[src/rtl/ram_stream_fifo.sv]
// ram_stream_fifo: streaming FIFO on a single-read-port synchronous RAM with
// a two-entry output stage (head + skid) so push/pop run at one per cycle.
// Optional almost-full/almost-empty flags: define RAM_STREAM_FIFO_ALMOST_FLAGS_EN.
// Without the macro both flag ports are tied low.

// Single-read-port synchronous RAM, one-cycle registered read, no reset.
module sync_ram #(
  parameter int MEM_SIZE   = 16,
  parameter int DATA_WIDTH = 8,
  localparam int AW        = $clog2(MEM_SIZE)
) (
  input  logic                  clock,
  input  logic                  write_en,
  input  logic [AW-1:0]         write_addr,
  input  logic [DATA_WIDTH-1:0] write_data,
  input  logic                  read_en,
  input  logic [AW-1:0]         read_addr,
  output logic [DATA_WIDTH-1:0] read_data
);

  logic [DATA_WIDTH-1:0] mem [MEM_SIZE];

  // write port and registered read port
  always_ff @(posedge clock) begin
    if (write_en) mem[write_addr] <= write_data;
    if (read_en)  read_data       <= mem[read_addr];
  end

endmodule

module ram_stream_fifo #(
  parameter int DATA_WIDTH = 8,
  parameter int ADDR_WIDTH = 4,
  parameter int AF_LEVEL   = (2**ADDR_WIDTH) - 2,
  parameter int AE_LEVEL   = 2
) (
  input  logic                  Clock,
  input  logic                  Reset,
  input  logic                  iPushValid,
  input  logic [DATA_WIDTH-1:0] iPushData,
  output logic                  oPushReady,
  output logic                  oPopValid,
  output logic [DATA_WIDTH-1:0] oPopData,
  input  logic                  iPopReady,
  output logic [ADDR_WIDTH:0]   oLevel,
  output logic                  oAlmostFull,
  output logic                  oAlmostEmpty
);

  localparam int DEPTH = 2**ADDR_WIDTH;
  localparam logic [ADDR_WIDTH:0] FULL_LEVEL = (ADDR_WIDTH+1)'(DEPTH);

  logic [ADDR_WIDTH-1:0] wr_ptr;
  logic [ADDR_WIDTH-1:0] rd_ptr;
  logic [ADDR_WIDTH:0]   level;
  logic [ADDR_WIDTH:0]   level_next;
  logic [ADDR_WIDTH:0]   ram_unread;
  logic [1:0]            stage_after_pop;
  logic                  rd_inflight;
  logic                  rd_en;
  logic                  push;
  logic                  pop;
  logic                  head_valid;
  logic                  skid_valid;
  logic [DATA_WIDTH-1:0] head_data;
  logic [DATA_WIDTH-1:0] skid_data;
  logic [DATA_WIDTH-1:0] ram_rdata;

  // Ready depends only on the registered level, never on iPopReady.
  assign oPushReady = (level < FULL_LEVEL);
  assign push       = iPushValid & oPushReady;
  assign pop        = head_valid & iPopReady;
  assign oPopValid  = head_valid;
  assign oPopData   = head_data;
  assign oLevel     = level;

  // Read scheduling: data still in RAM is the level minus what sits in the
  // output stage or the read pipeline. A read issued now lands two edges
  // later, so it may go if the stage (after this cycle's pop) plus the read
  // already in flight leaves at least one slot.
  always_comb begin
    ram_unread = level
               - (ADDR_WIDTH+1)'(head_valid)
               - (ADDR_WIDTH+1)'(skid_valid)
               - (ADDR_WIDTH+1)'(rd_inflight);
    stage_after_pop = 2'(head_valid) + 2'(skid_valid) + 2'(rd_inflight) - 2'(pop);
    rd_en = (ram_unread != '0) && (stage_after_pop < 2'd2);
  end

  // Level bookkeeping: simultaneous push and pop cancel out.
  always_comb begin
    level_next = level;
    case ({push, pop})
      2'b10:   level_next = level + (ADDR_WIDTH+1)'(1);
      2'b01:   level_next = level - (ADDR_WIDTH+1)'(1);
      default: level_next = level;
    endcase
  end

  // Pointers, level and read-in-flight flag.
  always_ff @(posedge Clock or posedge Reset) begin
    if (Reset) begin
      wr_ptr      <= '0;
      rd_ptr      <= '0;
      level       <= '0;
      rd_inflight <= 1'b0;
    end else begin
      if (push)  wr_ptr <= wr_ptr + ADDR_WIDTH'(1);
      if (rd_en) rd_ptr <= rd_ptr + ADDR_WIDTH'(1);
      level       <= level_next;
      rd_inflight <= rd_en;
    end
  end

  // Output stage: returning read data fills head first, then skid; a pop
  // shifts skid into head. Head data is frozen while stalled.
  always_ff @(posedge Clock or posedge Reset) begin
    if (Reset) begin
      head_valid <= 1'b0;
      head_data  <= '0;
      skid_valid <= 1'b0;
      skid_data  <= '0;
    end else if (pop) begin
      if (skid_valid) begin
        head_data  <= skid_data;
        head_valid <= 1'b1;
        skid_valid <= rd_inflight;
        if (rd_inflight) skid_data <= ram_rdata;
      end else begin
        head_valid <= rd_inflight;
        if (rd_inflight) head_data <= ram_rdata;
      end
    end else if (rd_inflight) begin
      if (!head_valid) begin
        head_valid <= 1'b1;
        head_data  <= ram_rdata;
      end else begin
        skid_valid <= 1'b1;
        skid_data  <= ram_rdata;
      end
    end
  end

  sync_ram #(
    .MEM_SIZE   (DEPTH),
    .DATA_WIDTH (DATA_WIDTH)
  ) u_ram (
    .clock      (Clock),
    .write_en   (push),
    .write_addr (wr_ptr),
    .write_data (iPushData),
    .read_en    (rd_en),
    .read_addr  (rd_ptr),
    .read_data  (ram_rdata)
  );

`ifdef RAM_STREAM_FIFO_ALMOST_FLAGS_EN
  localparam logic [ADDR_WIDTH:0] AF_THRESH = (ADDR_WIDTH+1)'(AF_LEVEL);
  localparam logic [ADDR_WIDTH:0] AE_THRESH = (ADDR_WIDTH+1)'(AE_LEVEL);

  logic almost_full;
  logic almost_empty;

  // Threshold flags track the level register on the same edge.
  always_ff @(posedge Clock or posedge Reset) begin
    if (Reset) begin
      almost_full  <= 1'b0;
      almost_empty <= 1'b1;
    end else begin
      almost_full  <= (level_next >= AF_THRESH);
      almost_empty <= (level_next <= AE_THRESH);
    end
  end

  assign oAlmostFull  = almost_full;
  assign oAlmostEmpty = almost_empty;
`else
  assign oAlmostFull  = 1'b0;
  assign oAlmostEmpty = 1'b0;
`endif

endmodule

[config.mk]
export PLATFORM = sky130hd
export DESIGN_NAME = ram_stream_fifo
export DESIGN_NICKNAME = d
export VERILOG_FILES = /design/src/rtl/ram_stream_fifo.sv
export SDC_FILE = /design/constraint.sdc
export NUM_CORES = 1
export LEC_CHECK = 0
export ABC_AREA = 1
export CORE_MARGIN = 5
export CORE_UTILIZATION = 56
export DETAILED_ROUTE_END_ITERATION = 6
export GPL_ROUTABILITY_DRIVEN = 0
export PLACE_DENSITY_LB_ADDON = 0.12
export SLEW_MARGIN = 5
export SYNTH_ARGS = -nofsm -noshare
export SYNTH_HDL_FRONTEND = slang
export SYNTH_SLANG_ARGS = --single-unit
export TNS_END_PERCENT = 30
[constraint.sdc]
create_clock -name Clock -period 3.3 [get_ports Clock]
set_input_delay 0.99 -clock Clock [delete_from_list [all_inputs] [get_ports Clock]]
set_output_delay 0.99 -clock Clock [all_outputs]
set_load 0.02 [all_outputs]
# --- After elaboration in Yosys (flattened, before gate mapping) ---
# Memories as Yosys holds them, arrays and structs flattened. A register that Yosys moved wholly into a read port is not among the register bits.
# Index checks and enable logic that the tools add are counted.
op_classes:
  n_addsub: 10
  order_cmp: 2
  eq_ne: 5
  mux: 19
  bitwise_logic: 2
  n_reduce_logical: 9
ops:
  columns: ["op", "count"]
  rows:
  - ["2-to-1 mux 8 bit", 9]
  - ["subtractor 5 x 1 -> 5 bit", 3]
  - ["one-hot mux 5 bit (2 select lines)", 1]
  - ["2-to-1 mux 1 bit", 9]
  - ["adder 4 x 1 -> 4 bit, second input constant", 2]
  - ["nonzero test 2 bit", 4]
  - ["adder 5 x 1 -> 5 bit, second input constant", 1]
  - ["less-than comparator 5 bit, second input constant", 1]
  - ["nonzero test 5 bit", 1]
  - ["subtractor 5 x 1 -> 5 bit, second input constant", 1]
  - ["inequality test 2 bit, second input constant", 2]
  - ["AND reduction 4 bit", 1]
  - ["AND reduction 3 bit", 1]
  - ["adder 1 x 1 -> 2 bit", 1]
  - ["adder 2 x 1 -> 2 bit", 1]
  - ["bitwise AND 1 bit", 2]
  - ["== test 2 x 1 -> 1 bit, second input constant", 1]
  - ["== test 2 bit, second input constant", 1]
  - ["less-than comparator 2 bit, second input constant", 1]
  - ["inequality test 2 x 1 -> 1 bit, second input constant", 1]
  - ["AND reduction 2 bit", 1]
  - ["subtractor 2 x 1 -> 2 bit", 1]
  - ["logical AND 1 bit", 1]
word_totals:
  regBits: 32
  ram_bits: 128
  input_bits: 12
  out_inout_bits: 17
  elab_cells: 56
  memories: 1
memory_table:
  columns: ["name", "depth", "width", "rd", "rd_ports_with_merged_regs", "write_ports", "line_no", "text"]
  rows:
  - ["u_ram.mem", 16, 8, 1, 1, 1, "21", "logic [DATA_WIDTH-1:0] mem [MEM_SIZE];"]

# --- Longest topological paths before layout ---
# Gate-level depths: netlist (run 1).
logic_depth:
  word_depth: 5
  mapped_depth: 12
  depth_no_buf: 12

# --- Modules after synthesis ---
# From an unflattened synthesis (run 1), not the netlist that was laid out.
hier_totals:
  cells_unflattened: 763
  hier_area_um2: 7693.6
by_module_without_submodules:
  columns: ["module", "instances", "cells_each", "area_per_inst_um2", "seq_area_each_um2"]
  rows:
  - ["sync_ram", 1, 551, 5846.9, 4083.9]
  - ["ram_stream_fifo", 1, 212, 1846.8, 800.8]

# --- Worst setup path after synthesis (run 1) ---
# Ideal clock, no wire load.
synth_timing:
  kind: "register to register"
  start: "register head_valid, in the netlist oPopValid"
  end: "register u_ram.read_data[0] (read register of u_ram.mem), enable pin"
  setup_ns: 0.327
  arrival_time_ns: 2.668
  t_required_ns: 2.973
  path_slack_ns: 0.305
  stages_incl_launch_ff: 12
  n_path_buf: 0
  synth_period_minus_slack_ns: 2.995
  cell_sequence: "dfrtp_1 > ha_1 > fa_1 > fa_1 > fa_1 > inv_1 > nand2_1 > nand2_1 > nor2_1 > nand2_1 > nand2_1 > inv_1"
synth_via:
  elab_chain_len: 5
  word_cells_on_any_way: 10
  classes_between: "add/sub: 6; order compare: 1; bitwise: 1; reduce/logical: 2"
synth_rtl:
  columns: ["item", "line_no", "text"]
  rows:
  - ["start, declared", "63", "logic head_valid;"]
  - ["start signal, assigned", "130", "head_valid <= rd_inflight;"]
  - ["subtractor 5 x 1 -> 5 bit or adder 1 x 1 -> 2 bit (tied branches)", "83, 86", null]
  - ["subtractor 5 x 1 -> 5 bit or adder 2 x 1 -> 2 bit (tied branches)", "84, 86", null]
  - ["subtractor 5 x 1 -> 5 bit or subtractor 2 x 1 -> 2 bit (tied branches)", "85, 86", null]
  - ["nonzero test 5 bit or less-than comparator 2 bit (tied branches)", "87", "rd_en = (ram_unread != '0) && (stage_after_pop < 2'd2);"]
  - ["logical AND 1 bit *", "87", null]
  - ["named net rd_en", "60", "logic rd_en;"]
  - ["end, declared", "18", "output logic [DATA_WIDTH-1:0] read_data"]
# The timed path passes the listed nets; every way through them passes the cells marked *.
# A chain may end at the register's enable or synchronous reset.

# --- Final worst setup path (run 1) ---
layout_timing:
  start: "register head_valid, in the netlist oPopValid"
  end: "register u_ram.read_data[2] (read register of u_ram.mem), enable pin"
# Same word-level chain as after synthesis.

==> results of run 1 <==
[through the flow]
stage	util	instances
2_1_floorplan	-	670
3_3_place_gp	0.610	862
3_5_place_dp	0.610	862
4_1_cts	0.656	894
5_1_grt	0.656	894
6_report	0.656	894
[metal layers]
layer | GRT usage | share of wire | vias up
met5 | 0 | 0 | -
met4 | 0.0574 | 0.013 | 0
met3 | 0.0562 | 0.052 | 20
met2 | 0.354 | 0.53 | 126
met1 | 0.256 | 0.41 | 2256
li1 | - | - | 2318
[worst min-delay path by stage]
| stage | from | endpoint |
|---|---|---|
| 3_5_place_dp | skid_data[0] | skid_data[0] |
| 6_report | skid_data[2] | skid_data[2] |
| 5_1_grt | skid_data[2] | skid_data[2] |
| 4_1_cts | skid_data[0] | skid_data[0] |
| 3_3_place_gp | skid_data[5] | skid_data[5] |
| 2_1_floorplan | skid_data[0] | skid_data[0] |
[cells by family (layout without fill, tap and decap cells)]
logic type	after synthesis	count (layout)	share of synthesized area
AOI/OAI and AO/OA	86	86	0.0667
adders and majority gates	18	18	0.0349
xor gates and xnor gates	7	7	0.00838
other	1	2	0.000513
DFF	168	168	0.668
and+or+nand+nor	314	314	0.171
buffers and inverters	75	127	0.0510
[synth_stat cells]
cell,number,area [um2]
fa_1,4,80.1
nor2_1,89,334
buf_2,11,55.1
conb_1,1,3.75
nand3_1,43,215
nand3_2,1,10.0
edfxtp_1,136,4080
nor2_4,1,11.3
o211ai_1,8,60.1
ha_1,14,175
a21oi_1,28,140
o21ai_1,5,25.0
o21ai_2,8,70.1
buf_4,6,45.0
dfrtp_1,32,801
nand2_2,1,6.26
nand2_1,179,672
inv_4,1,6.26
o21ai_0,36,180
o211ai_2,1,12.5
inv_1,46,173
inv_2,2,7.51
buf_1,1,3.75
xnor2_1,1,8.76
clkbuf_1,1,3.75
buf_6,7,78.8
xor2_1,6,52.6
[flip-flops by register name (all words and copies together), names as in the netlist]
name / cells
wr_ptr: 4
u_ram.mem: 128
skid_data: 8
oPopValid: 1
oLevel: 5
rd_inflight: 1
u_ram.read_data: 8
rd_ptr: 4
oPopData: 8
skid_valid: 1
[power groups by stage]
| stage | registers, uW | logic (uW) | clock network, uW |
|---|---|---|---|
| floorplan | 3050 | 2100 | 0 |
| finish | 2990 | 2920 | 1930 |
| global placement | 3020 | 2820 | 0 |
| detailed placement | 3030 | 2920 | 0 |
| CTS | 2990 | 2940 | 1960 |
| global route | 3030 | 3350 | 2060 |
[cell type report]
cell class                      count  area (um2)  area share
Multi-Input combinational cell    427        2060       0.247
Clock inverter                      8        53.8     0.00644
Tap cell                          172         215      0.0258
Inverter                           49         186      0.0223
Sequential cell                   168        4890       0.585
Timing Repair Buffer               46         410      0.0492
Clock buffer                       24         537      0.0643
[worst max-delay path: stages (launching register included)]
cell,delay [ns]
dfrtp_1,0.44
ha_1,0.34
fa_1,0.45
fa_1,0.41
fa_1,0.41
inv_1,0.08
nand2_1,0.05
nand2_1,0.06
nor2_1,0.04
nand2_1,0.15
nand2_1,0.17
inv_2,0.19
==> qor.txt, run 1 <==
grt total ovfl: 0
outcome: completed
H-tree levels: 4
PnR worst setup slack: 0.221 ns
Hold Path Depth: 2
Power Density: 939 nW/um2
dpl hpwl: 9430 um
Period Utilization, post-route: 0.933
pre-CTS setup slack: 0.0750 ns
launch point of the worst path: oPopValid
CP endpoint: u_ram.read_data[2]
Reg2Reg Capture Point: u_ram.read_data[2]
synth warn: 0
# nets final: 739
f_max: 0.325 GHz
final wirelength: 15,000 um
Worst EP arrival: 3.21 ns
Pint: 4880 uW
Power Total: 7840 uW
Syn Inst Count: 669
post-route ant nets: 0
Initial Util: 0.575
Avg WL per Cell: 16.8 um
DRT iter0 DRCs: 302
die height: 124 um
worst endpoint required time: 3.43 ns
CTS Buf Count: 17
Die W: 124 um
Static Leak: 0.00336 uW
clock sink count: 168
post-DR vias/cell: 5.28
hold crit path type: reg2reg
flops & latches, synth: 168
Core Area: 12,700 um2
Layout Skew: 0.00655 ns
root buffer cell: clkbuf_16
largest net degree at the start of global routing: 75
Setup CP Type: reg2reg
# hold bufs at CTS: 0
per-instance average area after synthesis: 10.9 um2
Fin Hold WS: 0.472 ns
Worst setup SP type: flop
wire length of the first global-routing pass: 24,600 um
final setup fails: 0
clock tree buffer depth: 2
DR pass1 iterations: 5
Relative slew margins: 0.382
share of layout cells above drive strength 1: 0.0914
# DRC: 0
NetSw: 2950 uW
pins over their slew limit: 0
Reg clk slew, reported paths: 0.06 ns
Top-Level Pins: 29
Post-Syn Area: 7310 um2
register area share after synthesis: 0.668
CP Capture Type: flop
Global Route Usage Sum: 0.206
CP Max Fanout: 9
Logic pwr share: 0.372
post-CTS setup buffers: 0
Design Area, Final: 8350 um2
Resize count post-CTS: 0
CTS tree: done
Worst R2R Setup Slack: 0.22 ns
Max VDD drop: 0.000445 V
area grow syn2layout: 14.1%
unrepaired setup endpoints after global routing: false
Buffers on Ports: 26
max_cap viols: 0
Area after DPL: 7760 um2
FP Rows: 41
Sequential Power Share: 0.381
initial antenna violation count: 0
clk_lat worst skew: 0.43 ns
switching part of the total power: 0.377
TNS Setup: 0 ns
Clk pwr share: 0.247
via count: 4,720
Crit Reg-Reg Startpoint: oPopValid
number of global-route vias before repair: 4,722
most common cell after layout, fill and taps aside: nand2_1
final hold vios: 0
crit path time final: 3.08 ns
antenna cells: 0
die area: 15,400 um2
worst r2r path cells: 11
post-synthesis cell type count: 27
worst-margin pin slew: 0.926 ns
most frequent cells in the layout: nand2_1 (179), edfxtp_1 (136), nor2_1 (89)
FILL cells: 1,013
Power figures use the tool's default switching activity.
==> run 2: changes to the inputs <==
--- a/config.mk
+++ b/config.mk
@@ -7,7 +7,7 @@
 export LEC_CHECK = 0
 export ABC_AREA = 1
 export CORE_MARGIN = 5
-export CORE_UTILIZATION = 56
+export CORE_UTILIZATION = 25
 export DETAILED_ROUTE_END_ITERATION = 6
 export GPL_ROUTABILITY_DRIVEN = 0
 export PLACE_DENSITY_LB_ADDON = 0.12
==> qor.txt, run 2 (synthesized netlist as in run 1, its figures left out) <==
outcome: completed
grt total ovfl: 0 (unchanged)
# DRC: 0 (unchanged)
share of layout cells above drive strength 1: 0.101 (+0.00996)
Period Utilization, post-route: 0.934 (about the same)
final hold vios: 0 (unchanged)
# nets final: 747 (+1.1%)
# hold bufs at CTS: 0 (unchanged)
Fin Hold WS: 0.474 ns (+0.00178 ns)
post-CTS setup buffers: 0 (unchanged)
max_cap viols: 0 (unchanged)
dpl hpwl: 11,600 um (+23%)
Setup CP Type: reg2reg
DR pass1 iterations: 5 (unchanged)
Reg clk slew, reported paths: 0.07 ns (about the same)
Top-Level Pins: 29 (unchanged)
Resize count post-CTS: 0 (unchanged)
worst endpoint required time: 3.40 ns (-0.03 ns)
Clk pwr share: 0.239 (-0.008)
post-route ant nets: 0 (unchanged)
FP Rows: 62 (+51%)
Layout Skew: 0.0114 ns (+0.00484 ns)
number of global-route vias before repair: 4,822 (+2.1%)
unrepaired setup endpoints after global routing: false
clock sink count: 168 (unchanged)
f_max: 0.325 GHz (about the same)
NetSw: 3140 uW (+6.3%)
max FFs per register: 128 (unchanged)
worst-margin pin slew: 0.817 ns (-0.109 ns)
Die W: 181 um (+46%)
Min-Delay Endpoint: skid_data[6]
post-DR vias/cell: 4.30 (-19%)
most frequent cells in the layout: nand2_1 (179), edfxtp_1 (136), nor2_1 (89)
Initial Util: 0.254 (-0.321)
root buffer cell: clkbuf_16
Hold Path Depth: 2 (unchanged)
Logic pwr share: 0.385 (+0.013)
Avg WL per Cell: 16.2 um (-4.0%)
Sequential Power Share: 0.376 (-0.005)
Reg2Reg Capture Point: u_ram.read_data[4]
via count: 4,793 (+1.5%)
Worst EP arrival: 3.18 ns (-0.03 ns)
PnR worst setup slack: 0.219 ns (-0.00147 ns)
most flop-heavy register: u_ram.mem
largest net degree at the start of global routing: 75 (unchanged)
Core Area: 28,800 um2 (+130%)
DRT iter0 DRCs: 297 (-1.7%)
Max VDD drop: 0.000389 V (-13%)
Worst R2R Setup Slack: 0.22 ns (about the same)
CTS Buf Count: 17 (unchanged)
pins over their slew limit: 0 (unchanged)
CP Max Fanout: 9 (unchanged)
Global Route Usage Sum: 0.111 (-0.0946)
crit path time final: 3.08 ns (+0.00147 ns)
Relative slew margins: 0.454 (+0.0716)
H-tree levels: 4 (unchanged)
wire length of the first global-routing pass: 28,100 um (+14%)
die height: 181 um (+46%)
Buffers on Ports: 26 (unchanged)
most common cell after layout, fill and taps aside: nand2_1
pre-CTS setup slack: 0.143 ns (+0.0680 ns)
Crit Reg-Reg Startpoint: oPopValid
CP Capture Type: flop
die area: 32,800 um2 (+110%)
launch point of the worst path: oPopValid
area grow syn2layout: 18.3%
clk_lat worst skew: 0.43 ns (about the same)
Hold Startpoint: skid_data[6]
final setup fails: 0 (unchanged)
switching part of the total power: 0.394 (+0.0170)
FILL cells: 2,969 (+190%)
Worst setup SP type: flop
Static Leak: 0.00339 uW (+0.67%)
Pint: 4830 uW (-1.0%)
clock tree buffer depth: 2 (unchanged)
TNS Setup: 0 ns (unchanged)
antenna cells: 0 (unchanged)
initial antenna violation count: 0 (unchanged)
hold crit path type: reg2reg
CTS tree: done
worst r2r path cells: 11 (unchanged)
Power Density: 922 nW/um2 (-1.8%)
final wirelength: 18,000 um (+20%)
## run 2: cell count changes in the layout (fill, tap and decap cells not counted), moves of 2 or more
| cell | before | now |
|---|---|---|
| inv_4 | 4 | 1 |
| clkinv_1 | 0 | 2 |
| buf_4 | 20 | 27 |
| clkbuf_16 | 21 | 17 |
| inv_6 | 0 | 3 |
| clkinv_2 | 2 | 4 |
| clkbuf_1 | 3 | 0 |
## run 2: power groups by stage
stage / Sequential (uW) / Combinational, uW / Clock, uW
global placement: 3040 / 3060 / 0
CTS: 3000 / 3130 / 1960
finish: 3000 / 3070 / 1910
global route: 3040 / 3480 / 2050
detailed placement: 3040 / 3120 / 0
floorplan: 3050 / 2100 / 0
## run 2: layout make-up
class | count | area, um2 | area share
repair buffers | 54 | 483 | 0.0558
inverters | 49 | 186 | 0.0216
well taps | 384 | 480 | 0.0555
multi-input cells | 427 | 2060 | 0.238
clock buffers | 17 | 425 | 0.0492
clock inverters | 15 | 128 | 0.0148
flip-flops and latches | 168 | 4890 | 0.565
## run 2: worst max-delay path, cell delays in order, from the launching register on
cell     delay [ns]
dfrtp_1        0.44
ha_1           0.33
fa_1           0.45
fa_1           0.42
fa_1           0.41
inv_1          0.07
nand2_1        0.04
nand2_1        0.07
nor2_1         0.04
nand2_1        0.15
nand2_1        0.09
inv_1          0.24
## run 2: metrics by stage
stage          utilization  instance area [um2]  power [uW]  instances
3_5_place_dp         0.281                 8100        6160       1082
5_1_grt              0.301                 8650        8570       1114
6_report             0.301                 8650        7970       1114
3_3_place_gp         0.281                 8100        6100       1082
4_1_cts              0.301                 8650        8090       1114
2_1_floorplan            -                 7320        5140        670
## run 2: how the worst max path moves through the flow
| stage | slack (ns) | endpoint | cells past startpoint |
|---|---|---|---|
| floorplan | 0.31 | u_ram.read_data[0] | 11 |
| global placement | 0.15 | u_ram.read_data[0] | 11 |
| detailed placement | 0.14 | u_ram.read_data[3] | 11 |
| CTS | 0.20 | u_ram.read_data[4] | 11 |
| global route | 0.04 | u_ram.read_data[4] | 11 |
| finish | 0.22 | u_ram.read_data[4] | 11 |
## run 2: per-layer routing
| layer | global-route usage | vias up | routed length (um) |
|---|---|---|---|
| li1 | - | 2338 | - |
| met1 | 0.151 | 2357 | 8600 |
| met2 | 0.184 | 85 | 8660 |
| met3 | 0.0201 | 13 | 563 |
| met4 | 0.0288 | 0 | 165 |
| met5 | 0 | - | 0 |
